==> config.mk <==
export PLATFORM = sky130hd
export DESIGN_NAME = seq_multiplier
export DESIGN_NICKNAME = d
export VERILOG_FILES = /design/src/rtl/seq_multiplier.sv
export SDC_FILE = /design/constraint.sdc
export NUM_CORES = 1
export LEC_CHECK = 0
export BUFFER_PORTS_ARGS = -buffer_cell sky130_fd_sc_hd__buf_2
export CAP_MARGIN = 20
export CORE_MARGIN = 2
export CORE_UTILIZATION = 40
export DETAILED_ROUTE_END_ITERATION = 10
export PLACE_DENSITY = 0.64
export SLEW_MARGIN = 20
export SYNTH_ARGS = -nofsm -noshare
export SYNTH_HDL_FRONTEND = slang
export SYNTH_SLANG_ARGS = --single-unit
export TNS_END_PERCENT = 10
==> constraint.sdc <==
create_clock -name clk -period 4.2 [get_ports clk]
set_input_delay 0.42 -clock clk [delete_from_list [all_inputs] [get_ports clk]]
set_output_delay 0.42 -clock clk [all_outputs]
set_load 0.02 [all_outputs]
==> src/rtl/seq_multiplier.sv <==
// Sequential unsigned shift-add multiplier for the ALU multiply path.
// One partial-product iteration per clock; product held on mulresult until the next completion.
module seq_multiplier #(
  parameter int WIDTH = 16
) (
  input  logic                 clk,
  input  logic                 reset_n,
  input  logic                 start,
  input  logic [WIDTH-1:0]     mul1,
  input  logic [WIDTH-1:0]     mul2,
  output logic                 busy,
  output logic                 done,
  output logic [2*WIDTH-1:0]   mulresult
);

  // state | meaning
  // IDLE  | waiting for start
  // RUN   | one shift-add iteration per edge, counter counts down from WIDTH
  // DONE  | single cycle, mulresult freshly updated; start here restarts at once
  typedef enum logic [1:0] {
    IDLE = 2'd0,
    RUN  = 2'd1,
    DONE = 2'd2
  } state_t;

  localparam int CW = $clog2(WIDTH + 1);

  state_t               r_state;
  state_t               w_state_nxt;
  logic [WIDTH-1:0]     r_a;
  logic [WIDTH-1:0]     r_b;
  logic [WIDTH:0]       r_p;
  logic [CW-1:0]        r_cnt;
  logic [2*WIDTH-1:0]   r_mulresult;

  logic [WIDTH:0]       w_sum;
  logic                 w_load;
  logic                 w_last;

  // P never exceeds WIDTH significant bits after a shift, so WIDTH+1 bits hold the carry.
  assign w_sum  = r_p + (r_b[0] ? {1'b0, r_a} : {(WIDTH+1){1'b0}});
  assign w_load = start && ((r_state == IDLE) || (r_state == DONE));
  assign w_last = (r_state == RUN) && (r_cnt == CW'(1));

  always_comb begin
    w_state_nxt = r_state;
    case (r_state)
      IDLE:    if (start) w_state_nxt = RUN;
      RUN:     if (w_last) w_state_nxt = DONE;
      DONE:    w_state_nxt = start ? RUN : IDLE;
      default: w_state_nxt = IDLE;
    endcase
  end

  always_ff @(posedge clk or negedge reset_n) begin
    if (!reset_n) begin
      r_state <= IDLE;
    end else begin
      r_state <= w_state_nxt;
    end
  end

  always_ff @(posedge clk or negedge reset_n) begin
    if (!reset_n) begin
      r_a         <= '0;
      r_b         <= '0;
      r_p         <= '0;
      r_cnt       <= '0;
      r_mulresult <= '0;
    end else if (w_load) begin
      r_a   <= mul1;
      r_b   <= mul2;
      r_p   <= '0;
      r_cnt <= CW'(WIDTH);
    end else if (r_state == RUN) begin
      r_p   <= {1'b0, w_sum[WIDTH:1]};
      r_b   <= {w_sum[0], r_b[WIDTH-1:1]};
      r_cnt <= r_cnt - CW'(1);
      // Lower 2*WIDTH bits of {P, B} after the final shift.
      if (w_last) begin
        r_mulresult <= {w_sum, r_b[WIDTH-1:1]};
      end
    end
  end

  assign busy      = (r_state == RUN);
  assign done      = (r_state == DONE);
  assign mulresult = r_mulresult;

endmodule

After elaboration in Yosys (flattened, before gate mapping)
Index checks and enable logic that the tools add are counted.
{"block": "classes", "addsub": 2, "eq_ne": 5, "n_mux": 11, "bitwise": 1, "reduce_logical": 7}
{"op": "2-to-1 mux 16 bit", "count": 3}
{"op": "2-to-1 mux 17 bit", "count": 2}
{"op": "adder 17 x 16 -> 17 bit", "count": 1}
{"op": "2-to-1 mux 5 bit", "count": 2}
{"op": "one-hot mux 2 bit (3 select lines)", "count": 1}
{"op": "== test 5 x 1 -> 1 bit, second input constant", "count": 1}
{"op": "subtractor 5 x 1 -> 5 bit, second input constant", "count": 1}
{"op": "2-to-1 mux 2 bit", "count": 2}
{"op": "AND reduction 3 bit", "count": 1}
{"op": "== test 2 x 1 -> 1 bit, second input constant", "count": 1}
{"op": "== test 2 bit, second input constant", "count": 1}
{"op": "logical AND 1 bit", "count": 2}
{"op": "logical NOT 2 bit", "count": 1}
{"op": "!= test 2 x 1 -> 1 bit, second input constant", "count": 1}
{"op": "!= test 2 bit, second input constant", "count": 1}
{"op": "AND reduction 2 bit", "count": 1}
{"op": "nonzero test 2 bit", "count": 1}
{"op": "logical OR 1 bit", "count": 1}
{"op": "2-to-1 mux 1 bit", "count": 1}
{"op": "NOT 1 bit", "count": 1}
{"block": "totals", "regBits": 88, "input_bits": 35, "wordCells": 32}

Logic depth before layout (Yosys ltp)
Gate-level depths: netlist of run 1.
{"block": "logic_depth", "ltp_word": 5, "mapped_depth": 9, "depth_no_buf": 8}

Worst setup path before layout of run 1
OpenSTA, ideal clock, no wires.
{"block": "synth_path", "kind": "register to register", "startpoint": "reg r_b[0]", "endpoint": "reg r_p[13]", "setup_ns": 0.122, "arrival_time_ns": 2.483, "t_required_ns": 4.078, "slack_ns": 1.595, "path_stages_with_launch": 10, "n_path_buf": 1, "path_cell_list": "dfrtp_1 clkbuf_1 and2_1 ha_1 fa_1 a21o_1 a221oi_4 nor3_1 or3_1 a32o_1"}
{"block": "synth_between", "elab_chain_len": 4}
{"item": "start, declared", "line": "31", "source": "logic [WIDTH-1:0] r_b;"}
{"item": "start signal, assigned", "line": "72", "source": "r_b <= mul2;"}
{"item": "start signal, assigned", "line": "77", "source": "r_b <= {w_sum[0], r_b[WIDTH-1:1]};"}
{"item": "2-to-1 mux 16 bit", "line": "41", "source": "assign w_sum = r_p + (r_b[0] ? {1'b0, r_a} : {(WIDTH+1){1'b0}});"}
{"item": "adder 17 x 16 -> 17 bit", "line": "41"}
{"item": "2-to-1 mux 17 bit", "line": "75", "source": "end else if (r_state == RUN) begin"}
{"item": "2-to-1 mux 17 bit", "line": "70", "source": "end else if (w_load) begin"}
{"item": "end signal, assigned", "line": "76", "source": "r_p <= {1'b0, w_sum[WIDTH:1]};"}
{"item": "end, declared", "line": "32", "source": "logic [WIDTH:0] r_p;"}
No other way between the ends. The select of a mux whose other input is x is not followed.
A chain may end at the register's enable or synchronous reset.

Worst setup path after layout of run 1
Same ends and word-level chain as after synthesis.

==> impl_metrics.ini, run 1 <==
[cts]
clk_pin_slew_ps = 90
clock-sinks = 87
cts_setup_buffers = 0
post_cts_resized = 0
clk_latency_ps = 370
cts_tree = yes
cts-root-buf = clkbuf_8
cts_max_path_buffers = 2
h-tree-depth = 3
holdBufCountCts = 0
cts_buffers = 9

[timing]
clock_skew_ps = 13.9
rsz0062_at_grt = false
worst_pin_slew_ps = 892
fin_crit_ps = 2840
fmax_mhz = 352
relSlewSlack_pct = 40.5
setup_tns_ps = 0
fin_crit_sh_pct = 67.7
maxSlewViolCount = 0
whs_ps = 33.9
finalHoldViolations = 0
setup_violations = 0

[grt]
overflow = 0
gr-usage-met1_pct = 24.9
antenna_found_initial = 0
busiest_layer = met2
first_global_vias = 3448
grtUsageMet2_pct = 30.5
grt_usage_pct = 18.7
grt_pass1_wl_um = 16800
grt_max_degree = 48
grt_use_met3_pct = 3.51

[routing]
ant_nets = 0
first_pass_iters = 4
routedWlPerCell_um = 14.8
dr_total_vias = 3453
detail_route.iter0.violations = 239
drt-vias-per-instance = 5.12
wl_um = 9940
drcViolationCount = 0

[finish]
seq_area_um2 = 2180
multiInputGateArea_um2 = 2030
layout.nets = 588
area_delta_synth_final_pct = 14.9
antennaDiodeCount = 0
n_fill_cell = 1022
postLayoutCellArea_um2 = 4960
drive_gt1_share_pct = 19.0

[synthesis]
yosysTopAreaCellShare_pct = 50.4
synth_edf_count = 0
synth.distinct_cells = 52
syn_nets = 526
synthArstFlopShare_pct = 100
synth_most_common_cell = nand2_1
ys_ff_latch = 87
yosysSeqAreaShare_pct = 50.4
syn_area_um2 = 4320
synth_top_area_cell = dfrtp_1
netlist_top_cells_count = 164 x nand2_1, 87 x dfrtp_1, 21 x and2_1
synthFlopType = dfrtp_1
synthTopCellsByArea = dfrtp_1 50%, nand2_1 14%, ha_1 5.2%
postSynthAreaPerCell_um2 = 9.15
synthCells = 472
yosysWarnings = 0

[setup_path]
cp.required_ps = 4460
cp-startpoint = r_b[0]
critical_path_class = reg2reg
crit_slowest_cell = dfrtp_1
crit_buf_inv = 0
start_kind = register
slowest_delay_ps = 560
r2r_setup_slack_ps = 1360
crit_arrival_ps = 3100
r2r_start = r_b[0]
endpoint = r_p[13]
crit_chain = and2_1 -> ha_1 -> fa_1 -> a21o_1 -> a221oi_4 -> nor3_1 -> or3_1 -> a32o_1
cp.depth = 8
crit_family = compound AO/OA/AOI/OAI gates
end_kind = register
timing.rr.end = r_p[13]
crit_fanout = 17
reg2reg_depth = 8

[floorplan]
initial_core_util_pct = 41.5
fp.dieW_um = 108
fp.dieH_um = 108
rows = 37
core_area_um2 = 10400
io_pins = 69
dieArea_um2 = 11600

[power]
totalPowerFinal_mw = 3.97
leakagePower_nw = 2.53
powerDensity_nw_per_um2 = 800
vdd_ir_drop_max_v = 0.000357

[min_path]
hold_path.class = in2async

[placed_design]
gp_congestion = 0.894
numPortBuffers = 68
place_hpwl_um = 6700
place_area_um2 = 4780

[flow_run]
max-cap-violations = 0

[run_status]
status = complete, no violations
[layer usage]
| layer | vias to the layer above | part of all wire (%) |
|---|---|---|
| met1 | 1651 | 47 |
| met4 | 0 | 1.4 |
| met5 | - | 0 |
| met3 | 10 | 4.7 |
| li1 | 1724 | - |
| met2 | 68 | 47 |
[registers in the layout, summed over array words and instances, names as in the netlist]
| name | cells |
|---|---|
| r_state | 2 |
| r_b | 16 |
| r_a | 16 |
| mulresult | 32 |
| r_cnt | 5 |
| r_p | 16 |
[stage by stage]
step           setup slack, ps  util (%)  cells
2_1_floorplan             1600         -    472
3_3_place_gp              1410      45.9    659
3_5_place_dp              1350      45.9    659
4_1_cts                   1340      47.6    674
5_1_grt                   1220      47.6    674
6_report                  1360      47.6    674
[how the worst min path moves through the flow]
stage / start / end / slack (ps) / depth (start not counted)
after global routing: reset_n / r_b[15] / 60 / 1
after floorplan: reset_n / mulresult[0] / 120 / 0
after detailed placement: reset_n / mulresult[12] / 450 / 1
after CTS: reset_n / r_b[15] / 40 / 1
after global placement: reset_n / mulresult[12] / 430 / 1
final: reset_n / r_b[15] / 30 / 1
[worst reg2reg max path, delay by kind of cell, from the launching register on]
| kind | cells | cell delay (ps) |
|---|---|---|
| AO/OA/AOI/OAI | 3 | 900 |
| adder cells (fa/ha/maj) | 2 | 600 |
| flip-flops | 1 | 560 |
| AND/OR/NAND/NOR | 3 | 690 |
[kinds of logic (layout without fill, tap and decap cells)]
logic type	Yosys count	after routing	synth area share [%]
and+or+nand+nor	237	237	23.6
DFF	87	87	50.4
AOI/OAI and AO/OA	86	86	14.5
xor gates and xnor gates	12	12	2.43
muxes	3	3	0.782
adders and majority gates	19	19	5.68
buffers and inverters	28	94	2.64
[cells in the final DEF, fill, tap and decap left out, drive strengths merged, types with 2 or more instances in the layout]
cell,n
nand2,164
dfrtp,87
buf,73
and2,21
o21ai,21
nor2,20
ha,18
a31oi,14
clkbuf,11
a21oi,10
nand3,9
xnor2,8
o31ai,6
a22o,5
inv,5
nand2b,4
a21o,4
nor3,4
xor2,4
and3,3
o311a,3
mux2,3
nand4,3
a22oi,3
nor2b,3
a31o,3
a32o,3
clkinv,3
a211oi,2
o211ai,2
a211o,2
o21a,2
a221oi,2
or4,2
[where the power goes]
part / switching, mW / total (mW) / internal (mW)
clock network: 0.293 / 0.564 / 0.270
logic: 1.16 / 1.92 / 0.761
registers: 0.253 / 1.49 / 1.23
total: 1.70 / 3.97 / 2.26
[layout make-up]
cell class,count,share of cell area (%)
inverter,6,0.454
clock buffer,11,2.65
clock inverter,4,0.958
timing repair buffer,73,7.67
tap,136,3.43
sequential,87,43.9
multi-input combinational,357,41.0
No activity file was read; power rests on OpenSTA's default activity.
==> run 2: changes to the inputs <==
--- a/config.mk
+++ b/config.mk
@@ -5,12 +5,13 @@
 export SDC_FILE = /design/constraint.sdc
 export NUM_CORES = 1
 export LEC_CHECK = 0
+export ABC_AREA = 1
 export BUFFER_PORTS_ARGS = -buffer_cell sky130_fd_sc_hd__buf_2
 export CAP_MARGIN = 20
 export CORE_MARGIN = 2
 export CORE_UTILIZATION = 40
 export DETAILED_ROUTE_END_ITERATION = 10
-export PLACE_DENSITY = 0.64
+export PLACE_DENSITY = 0.66
 export SLEW_MARGIN = 20
 export SYNTH_ARGS = -nofsm -noshare
 export SYNTH_HDL_FRONTEND = slang
==> constraint.sdc (replaced) <==
create_clock -name clk -period 2.5 [get_ports clk]
set_input_delay 0.25 -clock clk [delete_from_list [all_inputs] [get_ports clk]]
set_output_delay 0.25 -clock clk [all_outputs]
set_load 0.02 [all_outputs]
==> impl_metrics.ini, run 2 <==
[routing]
drt-vias-per-instance = 4.78
wl_um = 10500
drcViolationCount = 0
dr_total_vias = 3799
routedWlPerCell_um = 13.2
first_pass_iters = 4
detail_route.iter0.violations = 229
ant_nets = 0

[timing]
fmax_mhz = 446
setup_tns_ps = 0
worst_pin_slew_ps = 544
fin_crit_sh_pct = 89.6
finalHoldViolations = 0
fin_ws_ps = 260
rsz0062_at_grt = false
setup_violations = 0
fin_crit_ps = 2240
clock_skew_ps = 10.7
relSlewSlack_pct = 63.8
maxSlewViolCount = 0

[grt]
grt_usage_pct = 19.5
grt_pass1_wl_um = 18100
first_global_vias = 3781
busiest_layer = met2
gr-usage-met1_pct = 27.0
overflow = 0
grtUsageMet2_pct = 30.3
antenna_found_initial = 0
grt_use_met3_pct = 3.62
grt_max_degree = 39

[flow_run]
max-cap-violations = 0

[min_path]
min-delay-start = mul1[0]
hold_depth = 3
hold_path.class = in2reg
worst_hold_path.endpoint = r_a[0]

[cts]
holdBufCountCts = 1
clk_latency_ps = 360
clock-sinks = 87
clk_pin_slew_ps = 90
cts_max_path_buffers = 2
cts_buffers = 9
h-tree-depth = 3
post_cts_resized = 0
cts-root-buf = clkbuf_8
cts_setup_buffers = 0
cts_tree = yes

[setup_path]
timing.rr.end = r_p[7]
crit_arrival_ps = 2480
r2r_setup_slack_ps = 260
crit_family = simple AND/OR/NAND/NOR gates
critical_path_class = reg2reg
crit_fanout = 17
end_kind = register
reg2reg_depth = 12
start_kind = register
cp.required_ps = 2740
crit_slowest_cell = dfrtp_1
cp_common_cell = nand2_1
r2r_start = r_b[0]
crit_buf_inv = 1
slowest_delay_ps = 590
crit_chain = nand2_1 -> inv_1 -> ha_1 -> fa_1 -> nand2_1 -> nand2_1 -> and2_1 -> nand2_1 -> nand2_1 -> xor2_1 -> nand2_1 -> nand2_1

[finish]
fin_cells = 794
mostFrequentLayoutCells = 227 x nand2_1, 87 x dfrtp_1, 74 x inv_1
final_common_cell = nand2_1
seq_area_um2 = 2180
layout.nets = 703
n_fill_cell = 1067
multiInputGateArea_um2 = 1890
area_delta_synth_final_pct = 15.7
drive_gt1_share_pct = 15.0
antennaDiodeCount = 0
largest_register_ff_count = 32

[synthesis]
synth.distinct_cells = 31
synthArstFlopShare_pct = 100
yosysWarnings = 0
synthFlopType = dfrtp_1
syn_area_um2 = 4460
synth_top_area_cell = dfrtp_1
synth_edf_count = 0
postSynthAreaPerCell_um2 = 7.67
synth_most_common_cell = nand2_1
syn_nets = 636
netlist_top_cells_count = 227 x nand2_1, 87 x dfrtp_1, 74 x inv_1
ys_ff_latch = 87
synthCells = 582
yosysSeqAreaShare_pct = 48.8
synthTopCellsByArea = dfrtp_1 49%, nand2_1 19%, inv_1 6.2%
yosysTopAreaCellShare_pct = 48.8

[floorplan]
fp.dieW_um = 110
fp.dieH_um = 110
initial_core_util_pct = 41.0
dieArea_um2 = 12000
rows = 38
core_area_um2 = 10900
io_pins = 69

[power]
vdd_ir_drop_max_v = 0.000737
totalPowerFinal_mw = 7.08
leakagePower_nw = 2.94
powerDensity_nw_per_um2 = 1370

[placed_design]
place_hpwl_um = 7620
gp_congestion = 0.868
numPortBuffers = 68
pre_cts_ws_ps = 290
dp.cells = 777

[run_status]
status = complete, no violations
==> run 2: metal layers <==
| layer | wire length (µm) | vias up | part of all wire [%] |
|---|---|---|---|
| li1 | - | 1953 | - |
| met1 | 5100 | 1759 | 49 |
| met2 | 4770 | 76 | 46 |
| met3 | 415 | 11 | 4.0 |
| met4 | 170 | 0 | 1.6 |
| met5 | 0 | - | 0 |
==> run 2: stage by stage <==
step                      hold slack [ps]  utilization, %  cell area, µm²
after CTS                            70.7            47.4            5170
after global placement                258            45.5            4950
after floorplan                     -45.6               -            4460
after global routing                 74.2            47.4            5170
final                                83.2            47.4            5170
after detailed placement              261            45.5            4950
==> run 2: final cells by class <==
cell class	count	area share (%)
Sequential cell	87	42.1
Tap cell	140	3.39
Inverter	79	5.76
Clock buffer	11	2.74
Multi-Input combinational cell	396	36.6
Timing Repair Buffer	76	8.09
Clock inverter	5	1.24
==> run 2: how the worst max path moves through the flow <==
stage,start,endpoint,slack [ps],cells past startpoint
final,r_b[0],r_p[7],260,12
after global routing,r_b[0],r_p[15],80,13
after CTS,r_b[0],r_p[7],260,12
after detailed placement,r_b[0],r_p[7],290,12
after global placement,r_b[0],r_p[7],330,12
after floorplan,r_b[0],r_p[7],350,14
==> run 2: logic make-up (layout without fill, tap and decap cells) <==
logic type               count (synthesis)  after routing  share of synthesized area, %
buffers and inverters                   99            171                          8.83
adder cells (fa/ha/maj)                 19             19                          5.49
flip-flops                              87             87                          48.8
XOR/XNOR                                 4              4                         0.785
AO/OA/AOI/OAI                           84             84                          9.75
AND/OR/NAND/NOR                        289            289                          26.4
==> run 2: power breakdown <==
part | internal [mW] | total, mW | switching, mW
logic | 1.24 | 3.54 | 2.30
registers | 2.11 | 2.50 | 0.395
clock network | 0.499 | 1.03 | 0.535
==> run 2: worst min-delay path: cells and delay by family <==
kind          cells  cell delay (ps)
buf+inv           1               80
simple gates      2               90
==> run 3: changes to the inputs <==
--- a/config.mk
+++ b/config.mk
@@ -8,10 +8,10 @@
 export ABC_AREA = 1
 export BUFFER_PORTS_ARGS = -buffer_cell sky130_fd_sc_hd__buf_2
 export CAP_MARGIN = 20
-export CORE_MARGIN = 2
 export CORE_UTILIZATION = 40
 export DETAILED_ROUTE_END_ITERATION = 10
-export PLACE_DENSITY = 0.66
+export PLACE_DENSITY = 0.59
+export RECOVER_POWER = 25
 export SLEW_MARGIN = 20
 export SYNTH_ARGS = -nofsm -noshare
 export SYNTH_HDL_FRONTEND = slang
==> impl_metrics.ini, run 3 (synthesis results as in run 2) <==
[power]
totalPowerFinal_mw = 7.00
sw_frac_of_total_pct = 46.7
p_int_mw = 3.73
power_frac_clock_pct = 13.5
power_frac_comb_pct = 50.9
powerDensity_nw_per_um2 = 1360
vdd_ir_drop_max_v = 0.000573
seqPwrFrac_pct = 35.7
switchingPower_mw = 3.27
leakagePower_nw = 2.93

[grt]
overflow = 0
grt_max_degree = 53
grt_pass1_wl_um = 17500
first_global_vias = 3659
grt_usage_pct = 19.8
antenna_found_initial = 0

[routing]
first_pass_iters = 4
dr_total_vias = 3783
drcViolationCount = 0
detail_route.iter0.violations = 130
routedWlPerCell_um = 13.2
ant_nets = 0
wl_um = 10500
drt-vias-per-instance = 4.76

[floorplan]
dieArea_um2 = 11600
core_area_um2 = 10800
initial_core_util_pct = 41.2
io_pins = 69
rows = 38
fp.dieH_um = 108
fp.dieW_um = 108

[min_path]
hold_path.class = in2reg

[timing]
fin_crit_sh_pct = 88.1
worst_pin_slew_ps = 1220
setup_tns_ps = 0
fin_crit_ps = 2200
finalHoldViolations = 0
maxSlewViolCount = 0
setup_violations = 0
fmax_mhz = 454
relSlewSlack_pct = 18.7
rsz0062_at_grt = false
clock_skew_ps = 15.0

[finish]
mostFrequentLayoutCells = 227 x nand2_1, 87 x dfrtp_1, 74 x inv_1
n_fill_cell = 1094
antennaDiodeCount = 0
area_delta_synth_final_pct = 15.1
drive_gt1_share_pct = 14.8
seq_area_um2 = 2180
layout.nets = 704
largest_register_ff_count = 32
postLayoutCellArea_um2 = 5140
final_common_cell = nand2_1
multiInputGateArea_um2 = 1890

[cts]
cts_buffers = 9
h-tree-depth = 3
clk_latency_ps = 380
cts_max_path_buffers = 2
clk_pin_slew_ps = 90
cts-root-buf = clkbuf_8
clock-sinks = 87
cts_tree = yes
post_cts_resized = 0

[placed_design]
place_hpwl_um = 7570
gp_congestion = 0.813
place_area_um2 = 4960
numPortBuffers = 68

[setup_path]
crit_arrival_ps = 2460
cp.required_ps = 2760
end_kind = register
crit_fanout = 17
start_kind = register
critical_path_class = reg2reg

[flow_run]
max-cap-violations = 0

[run_status]
status = complete, no violations
[run 3: critical path, cell delays in order, from the launching register on]
cell and delay (ps):
dfrtp_1 560, nand2_1 130, inv_1 50, ha_1 200, fa_1 410, nand2_1 90, nand2_1 60, and2_1 170
nand2_1 70, nand2_1 80, xor2_1 160, nand2_1 70, nand2_1 60
[run 3: stage by stage]
stage	utilization [%]	setup slack [ps]	hold slack, ps	std cells
floorplan	-	354	-45.6	582
global placement	45.7	352	305	778
detailed placement	45.7	313	311	778
CTS	47.5	291	58.0	795
global route	47.4	56.7	62.2	795
finish	47.4	298	74.5	795
[run 3: final timing paths]
check / from / to / slack [ps] / depth (start not counted)
hold reg to reg: mulresult[21] / mulresult[21] / 480 / 2
hold / removal: mul1[11] / r_a[11] / 70 / 3
min in group asynchronous: reset_n / r_b[13] / 660 / 2
setup reg to reg: r_b[0] / r_p[7] / 300 / 12
setup / recovery: r_b[0] / r_p[7] / 300 / 12
max in group asynchronous: reset_n / mulresult[4] / 930 / 3
[run 3: layout make-up]
| class | instances | area share [%] |
|---|---|---|
| Inverter | 79 | 5.79 |
| Tap cell | 140 | 3.41 |
| Clock buffer | 10 | 2.48 |
| Timing Repair Buffer | 77 | 8.13 |
| Clock inverter | 6 | 0.998 |
| Sequential cell | 87 | 42.4 |
| Multi-Input combinational cell | 396 | 36.8 |
[run 3: layer usage]
metal | wire, µm | up-vias | GRT usage (%) | share of wire [%]
li1 | - | 1953 | - | -
met1 | 5080 | 1765 | 26.1 | 48
met2 | 4990 | 59 | 32.3 | 47
met3 | 394 | 6 | 5.15 | 3.7
met4 | 62 | 0 | 4.70 | 0.59
met5 | 0 | - | 0 | 0
[run 3: power groups by stage]
stage / logic, mW / clock network [mW] / registers, mW
finish: 3.56 / 0.942 / 2.50
global route: 4.06 / 1.03 / 2.59
CTS: 3.60 / 0.979 / 2.50
detailed placement: 3.58 / 0 / 2.52
global placement: 3.51 / 0 / 2.51
floorplan: 2.35 / 0 / 2.74
[run 3: what timing repair did]
action	CTS	global route
endpoints found under the hold margin	44	0
setup buffers	0	0
setup endpoints to repair	0	0
hold buffers	1	0
